[config.mk]
export PLATFORM = sky130hd
export DESIGN_NAME = emmu_table_init
export DESIGN_NICKNAME = d
export VERILOG_FILES = /design/src/rtl/emmu_table_init_pkg.sv /design/src/rtl/emmu_table_init_emesh2packet.sv /design/src/rtl/emmu_table_init.sv
export SDC_FILE = /design/constraint.sdc
export NUM_CORES = 1
export LEC_CHECK = 0
export BUFFER_PORTS_ARGS = -buffer_cell sky130_fd_sc_hd__buf_2
export CAP_MARGIN = 20
export CORE_AREA = 2 2 109 111
export CTS_CLUSTER_DIAMETER = 120
export CTS_CLUSTER_SIZE = 20
export DETAILED_ROUTE_END_ITERATION = 10
export DIE_AREA = 0 0 111 113
export PLACE_DENSITY = 0.8
export SLEW_MARGIN = 30
export SYNTH_ARGS = -nofsm -noshare
export SYNTH_HDL_FRONTEND = slang
export SYNTH_SLANG_ARGS = --single-unit
[constraint.sdc]
create_clock -name clk -period 2.1 [get_ports clk]
set_input_delay 0.21 -clock clk [delete_from_list [all_inputs] [get_ports clk]]
set_output_delay 0.21 -clock clk [all_outputs]
set_load 0.02 [all_outputs]
[src/rtl/emmu_table_init_pkg.sv]
// rtl/emmu_table_init_pkg.sv - emesh packet layout and helpers shared by the table init slice
package emmu_table_init_pkg;

  localparam logic [1:0] DM_WORD = 2'b10;

  localparam int E_WRITE_LSB = 0;
  localparam int E_DMODE_LSB = 1;
  localparam int E_CTRL_LSB  = 3;
  localparam int E_DST_LSB   = 8;

  typedef struct packed {
    logic       write;
    logic [1:0] datamode;
    logic [4:0] ctrlmode;
  } emesh_ctrl_t;

  function automatic int emesh_pw(input int aw);
    return 2 * aw + 40;
  endfunction

  function automatic int emesh_data_lsb(input int aw);
    return E_DST_LSB + aw;
  endfunction

  function automatic int emesh_src_lsb(input int aw);
    return E_DST_LSB + 2 * aw;
  endfunction

endpackage

[src/rtl/emmu_table_init_emesh2packet.sv]
// rtl/emmu_table_init_emesh2packet.sv - packs emesh fields into a flat packet
module emmu_table_init_emesh2packet
  import emmu_table_init_pkg::*;
#(
  parameter int AW = 32,
  localparam int PW = emesh_pw(AW)
) (
  input  emesh_ctrl_t   ctrl_i,
  input  logic [AW-1:0] dstaddr_i,
  input  logic [AW-1:0] data_i,
  input  logic [AW-1:0] srcaddr_i,
  output logic [PW-1:0] packet_o
);

  localparam int DATA_LSB = emesh_data_lsb(AW);
  localparam int SRC_LSB  = emesh_src_lsb(AW);
  // srcaddr takes whatever remains above the data field
  localparam int SW       = PW - SRC_LSB;

  always_comb begin
    packet_o                    = '0;
    packet_o[E_WRITE_LSB]       = ctrl_i.write;
    packet_o[E_DMODE_LSB +: 2]  = ctrl_i.datamode;
    packet_o[E_CTRL_LSB +: 5]   = ctrl_i.ctrlmode;
    packet_o[E_DST_LSB +: AW]   = dstaddr_i;
    packet_o[DATA_LSB +: AW]    = data_i;
    packet_o[SRC_LSB +: SW]     = SW'(srcaddr_i);
  end

endmodule

[src/rtl/emmu_table_init.sv]
// rtl/emmu_table_init.sv - forwards host config writes to the emmu and sweeps the table on reset/request
module emmu_table_init
  import emmu_table_init_pkg::*;
#(
  parameter int            AW        = 32,
  parameter int            MAW       = 12,
  parameter logic [AW-1:0] BASE_ADDR = 'h000F0000,
  parameter int            INIT_MODE = 0,
  parameter int            AUTO_INIT = 1,
  localparam int           PW        = emesh_pw(AW)
) (
  input  logic          clk,
  input  logic          nreset,
  input  logic          clear_req,
  input  logic          host_access_in,
  input  logic [PW-1:0] host_packet_in,
  output logic          host_wait_out,
  output logic          reg_access,
  output logic [PW-1:0] reg_packet,
  output logic          busy,
  output logic          init_done,
  output logic          done_pulse
);

  localparam logic [1:0] ST_IDLE  = 2'd0;
  localparam logic [1:0] ST_SWEEP = 2'd1;
  localparam logic [1:0] ST_DONE  = 2'd2;

  localparam logic [MAW:0] CNT_ONE = {{MAW{1'b0}}, 1'b1};

  logic [1:0]    state_q, state_d;
  logic [MAW:0]  cnt_q, cnt_d;
  logic          auto_q, auto_d;
  logic          busy_q, busy_d;
  logic          access_q, access_d;
  logic [PW-1:0] packet_q, packet_d;
  logic          init_done_q, init_done_d;
  logic          done_pulse_q, done_pulse_d;

  logic [MAW-1:0] sweep_idx;
  logic           sweep_half;
  logic [AW-1:0]  sweep_dst;
  logic [AW-1:0]  sweep_data;
  emesh_ctrl_t    sweep_ctrl;
  logic [PW-1:0]  sweep_packet;

  // cnt = {idx, half}, so shifting it left by two walks the table word by word
  assign sweep_idx  = cnt_q[MAW:1];
  assign sweep_half = cnt_q[0];
  assign sweep_dst  = BASE_ADDR | AW'({cnt_q, 2'b00});
  assign sweep_data = (INIT_MODE == 1 && !sweep_half) ? AW'(sweep_idx) : '0;

  always_comb begin
    sweep_ctrl          = '0;
    sweep_ctrl.write    = 1'b1;
    sweep_ctrl.datamode = DM_WORD;
  end

  emmu_table_init_emesh2packet #(
    .AW (AW)
  ) u_sweep_pkt (
    .ctrl_i    (sweep_ctrl),
    .dstaddr_i (sweep_dst),
    .data_i    (sweep_data),
    .srcaddr_i ('0),
    .packet_o  (sweep_packet)
  );

  always_comb begin
    state_d      = state_q;
    cnt_d        = cnt_q;
    auto_d       = auto_q;
    access_d     = 1'b0;
    packet_d     = packet_q;
    init_done_d  = init_done_q;
    done_pulse_d = 1'b0;

    case (state_q)
      ST_IDLE: begin
        if (host_access_in) begin
          access_d = 1'b1;
          packet_d = host_packet_in;
        end
        // a simultaneous host packet still goes out first; the sweep follows
        if (clear_req || auto_q) begin
          state_d     = ST_SWEEP;
          cnt_d       = '0;
          auto_d      = 1'b0;
          init_done_d = 1'b0;
        end
      end
      ST_SWEEP: begin
        access_d = 1'b1;
        packet_d = sweep_packet;
        cnt_d    = cnt_q + CNT_ONE;
        if (&cnt_q) begin
          state_d = ST_DONE;
        end
      end
      ST_DONE: begin
        state_d      = ST_IDLE;
        init_done_d  = 1'b1;
        done_pulse_d = 1'b1;
      end
      default: begin
        state_d = ST_IDLE;
      end
    endcase

    busy_d = (state_d != ST_IDLE);
  end

  always_ff @(posedge clk or negedge nreset) begin
    if (!nreset) begin
      state_q      <= ST_IDLE;
      cnt_q        <= '0;
      auto_q       <= (AUTO_INIT != 0);
      busy_q       <= 1'b0;
      access_q     <= 1'b0;
      packet_q     <= '0;
      init_done_q  <= 1'b0;
      done_pulse_q <= 1'b0;
    end else begin
      state_q      <= state_d;
      cnt_q        <= cnt_d;
      auto_q       <= auto_d;
      busy_q       <= busy_d;
      access_q     <= access_d;
      packet_q     <= packet_d;
      init_done_q  <= init_done_d;
      done_pulse_q <= done_pulse_d;
    end
  end

  assign busy          = busy_q;
  assign host_wait_out = busy_q;
  assign reg_access    = access_q;
  assign reg_packet    = packet_q;
  assign init_done     = init_done_q;
  assign done_pulse    = done_pulse_q;

endmodule

Yosys cells after proc, flatten, opt, wreduce, memory -nomap -nowiden

Cells that the tools add are included.

Eq/ne operators: 4
Add/subtract/negate cells: 1
Mux-type cells: 12
Reduce and logical (&&, ||, !) cells: 10

Operators with widths:

| kind                                           | number |
|---|---|
| one-hot mux 104 bit (2 select lines)           | 1 |
| two-way mux 104 bit                            | 1 |
| one-hot mux 13 bit (2 select lines)            | 1 |
| adder 13 x 1 -> 13 bit (second input constant) | 1 |
| two-way mux 13 bit                             | 1 |
| AND reduction 13 bit                           | 1 |
| AND reduction 2 bit                            | 4 |
| nonzero test 2 bit                             | 3 |
| two-way mux 2 bit                              | 2 |
| inequality test 2 bit (second input constant)  | 2 |
| one-hot mux 1 bit (2 select lines)             | 2 |
| one-hot mux 2 bit (2 select lines)             | 1 |
| two-way mux 1 bit                              | 3 |
| == test 2 x 1 -> 1 bit (second input constant) | 1 |
| == test 2 bit (second input constant)          | 1 |
| logical NOT 2 bit                              | 1 |
| logical OR 1 bit                               | 1 |

Register bits: 124
Logic and storage cells: 35
Output and inout bits: 109
Input bits: 108

Longest topological paths before layout

Depth in word-level cells: 4
Mapped depth: 7
Depth with buffers taken out: 5

Cells and area by module

A second synthesis with hierarchy kept.

Cells, all modules: 655
Area total of the unflattened synthesis: 6,570.1 µm²

By module, submodules not included:

| module                       | area each (µm²) | cells each | sequential area each (µm²) | times used |
|---|---|---|---|---|
| emmu_table_init              | 5,789.3         | 551        | 3,104.2                    | 1 |
| emmu_table_init_emesh2packet | 780.7           | 104        | 0.0                        | 1 |

Least setup slack after synthesis

Ideal clock, no wire load.

Path type: register -> register
Start point: register state_q[1]
End point: register cnt_q[11]
Stages on the path, launching flop included: 5
Library setup time: 0.127 ns
Clock period less this slack: 1.541 ns
Path slack: 0.559 ns
Path buffers: 0
Data arrival time: 1.414 ns
Required time: 1.973 ns
Cells stage by stage: dfrtp_1 -> nand4b_2 -> or4_4 -> o211ai_2 -> o31ai_2

Longest elaborated chain between the ends: 3
Elaborated cells between the ends (all ways): 6
Those cells by class: eq/ne: 2; mux: 1; reduce/logical: 3

Ends and longest elaborated chain:

| element                                                                      | RTL line               | RTL |
|---|---|---|
| from (decl)                                                                  | emmu_table_init.sv:31  | `logic [1:0] state_q, state_d;` |
| from (signal assigned)                                                       | emmu_table_init.sv:124 | `state_q <= state_d;` |
| == test 2 x 1 -> 1 bit or logical NOT 2 bit (tied branches)                  | emmu_table_init.sv:78  | `case (state_q)` |
| nonzero test 2 bit (no source line) or inequality test 2 bit (tied branches) | -                      |  |
| AND reduction 2 bit (no source line)                                         | -                      |  |
| to (signal assigned)                                                         | emmu_table_init.sv:125 | `cnt_q <= cnt_d;` |
| to (decl)                                                                    | emmu_table_init.sv:32  | `logic [MAW:0] cnt_q, cnt_d;` |

Several ways; a longest one is shown, not always the timed one.
A chain may end at the register's enable or synchronous reset.

Worst setup path in the final report

Same ends and word-level chain as after synthesis.

==> metrics.yaml <==
clock_tree:
  clk_pin_slew_ns: 0.05
  cts_buffer_depth: 2
  cts_buffers: 17
  cts_tree: "built"
  clk_latency_ns: 0.41
  post-cts-setup-buffers: 0
  cts-htree-levels: 4
  cts_root_buf: "clkbuf_16"
  cts.sinks: 124
setup_path:
  cp_cell_sequence: "nand4b_2, or4_4, o211ai_2, o31ai_2"
  cp_slowest_stage_delay_ns: 0.58
  cp-start-kind: "register"
  critPathSlowestCell: "or4_4"
  critical_path_class: "reg -> reg"
  path_max_fanout: 5
  r2r_cells: 4
  reg2reg_slack_ns: 0.47
  cp.required_ns: 2.39
  worstPathArrival_ns: 1.92
  worstSetupEndpointType: "register"
finish:
  area_growth_syn_to_layout_pct: 52.2
  num_antenna_cells: 0
  num-nets-final: 949
  layout-drive-gt1-share: 0.311
logic_synthesis:
  synth_most_common_cell: "nand2_1"
  ys_seq_elements: 124
  netlist.area_leader.share: 0.610
  synthArstFlopShare: 1.00
  synth_flop_cell: "dfrtp_1"
  synth-edff-count: 0
  yosys-top-cells-count: "nand2_1, dfrtp_1, nand3_1, nor2_1, clkbuf_1"
  syn_area_mm2: 0.00504
  synth_area_per_cell_um2: 9.05
  netlist_top_cells_area: "dfrtp_1, nand2_1, nand3_1"
  syn_inst: 557
  yosysSeqAreaShare: 0.615
  ys_types: 31
  syn_nets: 666
  yosysTopAreaCell: "dfrtp_1"
  synth_warnings: 0
routing:
  wl_per_cell_um: 14.9
  vias_per_cell: 5.01
  first_pass_iters: 4
  drc: 0
  drtIter0Drc: 421
  drt-total-wl_um: 14900
  num_vias: 4989
  antenna_left: 0
sta:
  hold_viol_final: 0
  finalCritPeriodShare: 0.778
  fmaxAchievable_mhz: 612
  setup_viol: 0
  worst_slew_pin_slew_ns: 0.653
  finClkSkew_ns: 0.00852
  finalMaxSlewViolations: 0
  fin_ws_ns: 0.467
  maxSlewHeadroom: 0.565
  fin_tns_setup_ns: 0
  grt_setup_unrepaired: "false"
  period_needed_ns: 1.63
placed_design:
  dp_hpwl_um: 8530
  pre_cts_ws_ns: 0.479
  io_buffers: 216
  gp_congestion: 0.805
global_route:
  grt.overflow.total: 0
  antenna_found_initial: 0
  grt_pass1_vias: 5106
  track_usage: 0.246
  grt_pass1_wl_um: 24600
  grt_max_degree: 106
outcome:
  outcome: "completed"
pwr:
  comb_power_share: 0.156
  switching_share: 0.267
  power.share.clock: 0.439
  p_sw_w: 0.00180
  power_w: 0.00676
  ir_drop_mv: 0.503
  p_leak_nw: 4.34
  p_int_w: 0.00496
  p_seq_frac: 0.405
  cellPowerDensity_mw_per_mm2: 880
worst_hold_path:
  hold_depth: 3
  min_path_type: "in -> reg"
floorplanning:
  pin_count: 217
  die_area_mm2: 0.0125
  core_mm2: 0.0113
  die_h_um: 113
  rows: 39
  die_x_um: 111
  start_util: 0.447
run:
  max_cap_viol_count: 0
[flip-flops by register name (all words and copies together) (netlist names)]
register and count:
reg_access 1, auto_q 1, busy 1, done_pulse 1, reg_packet 104, init_done 1, state_q 2, cnt_q 13
[path summary, 6_finish.rpt]
kind | from | endpoint
min in group asynchronous | nreset | reg_packet[7]$_DFFE_PN0P_
min | host_packet_in[61] | reg_packet[61]$_DFFE_PN0P_
max | state_q[1]$_DFF_PN0_ | cnt_q[11]$_DFFE_PN0P_
max in group asynchronous | nreset | reg_packet[13]$_DFFE_PN0P_
min reg2reg | init_done$_DFFE_PN0P_ | init_done$_DFFE_PN0P_
max reg2reg | state_q[1]$_DFF_PN0_ | cnt_q[11]$_DFFE_PN0P_
[cells in the final DEF, fill, tap and decap left out, types with 2 or more instances in the layout]
cell,instances
clkbuf_16,17
dlygate4sd3_1,78
nor3_1,3
mux2i_1,4
o21ai_0,6
clkbuf_8,3
buf_12,5
buf_2,215
clkinv_2,4
and3_1,3
dfrtp_1,123
nand3_1,101
clkinvlp_4,3
buf_4,6
nand2_1,221
bufinv_16,3
a31oi_1,13
nor2_1,21
o22ai_1,2
nor2b_1,3
a21oi_1,2
[power groups by stage]
stage               Combinational (W)  Clock (W)  Sequential (W)
CTS                           0.00105    0.00303         0.00273
floorplan                    0.000371          0         0.00291
detailed placement           0.000939          0         0.00277
finish                        0.00106    0.00297         0.00274
global route                  0.00116    0.00317         0.00277
global placement             0.000926          0         0.00277
[stage by stage]
step	hold WS [ns]	utilization	cell area, µm²	cells
3_3_place_gp	0.256	0.558	6290	886
6_report	0.0149	0.681	7680	996
2_1_floorplan	-0.0856	-	5040	557
4_1_cts	0.000334	0.681	7680	996
3_5_place_dp	0.256	0.558	6290	886
5_1_grt	0.00987	0.681	7680	996
[layer usage]
metal,vias to the layer above,track usage,wire length (µm)
li1,2397,-,-
met1,2326,0.300,6030
met2,219,0.409,7360
met3,47,0.0536,938
met4,0,0.139,538
met5,-,0,0
[layout make-up]
type                            instances  area, µm²
Fill cell                             859       3590
Sequential cell                       124       3100
Timing Repair Buffer                  304       2000
Multi-Input combinational cell        393       1780
Clock buffer                           21        470
Tap cell                              143        179
Clock inverter                         11        141
[critical path, delay by kind of cell (launching register included)]
family,cells,cell delay (ns)
AO/OA/AOI/OAI,2,0.27
flip-flops,1,0.41
AND/OR/NAND/NOR,2,0.84
[logic make-up (layout without fill, tap and decap cells)]
family | after synthesis | after routing | synth area share
compound gates | 28 | 28 | 0.0362
fa+ha+maj | 1 | 1 | 0.00248
buf+inv | 40 | 336 | 0.0347
flops | 124 | 124 | 0.615
mux | 4 | 4 | 0.00794
simple gates | 360 | 360 | 0.303
[repair_timing]
action,in CTS,in global routing
setup endpoints to repair,0,0
endpoints found under the hold margin,200,0
hold buffers,78,0
gates resized for setup,0,0
Power figures use the tool's default switching activity.
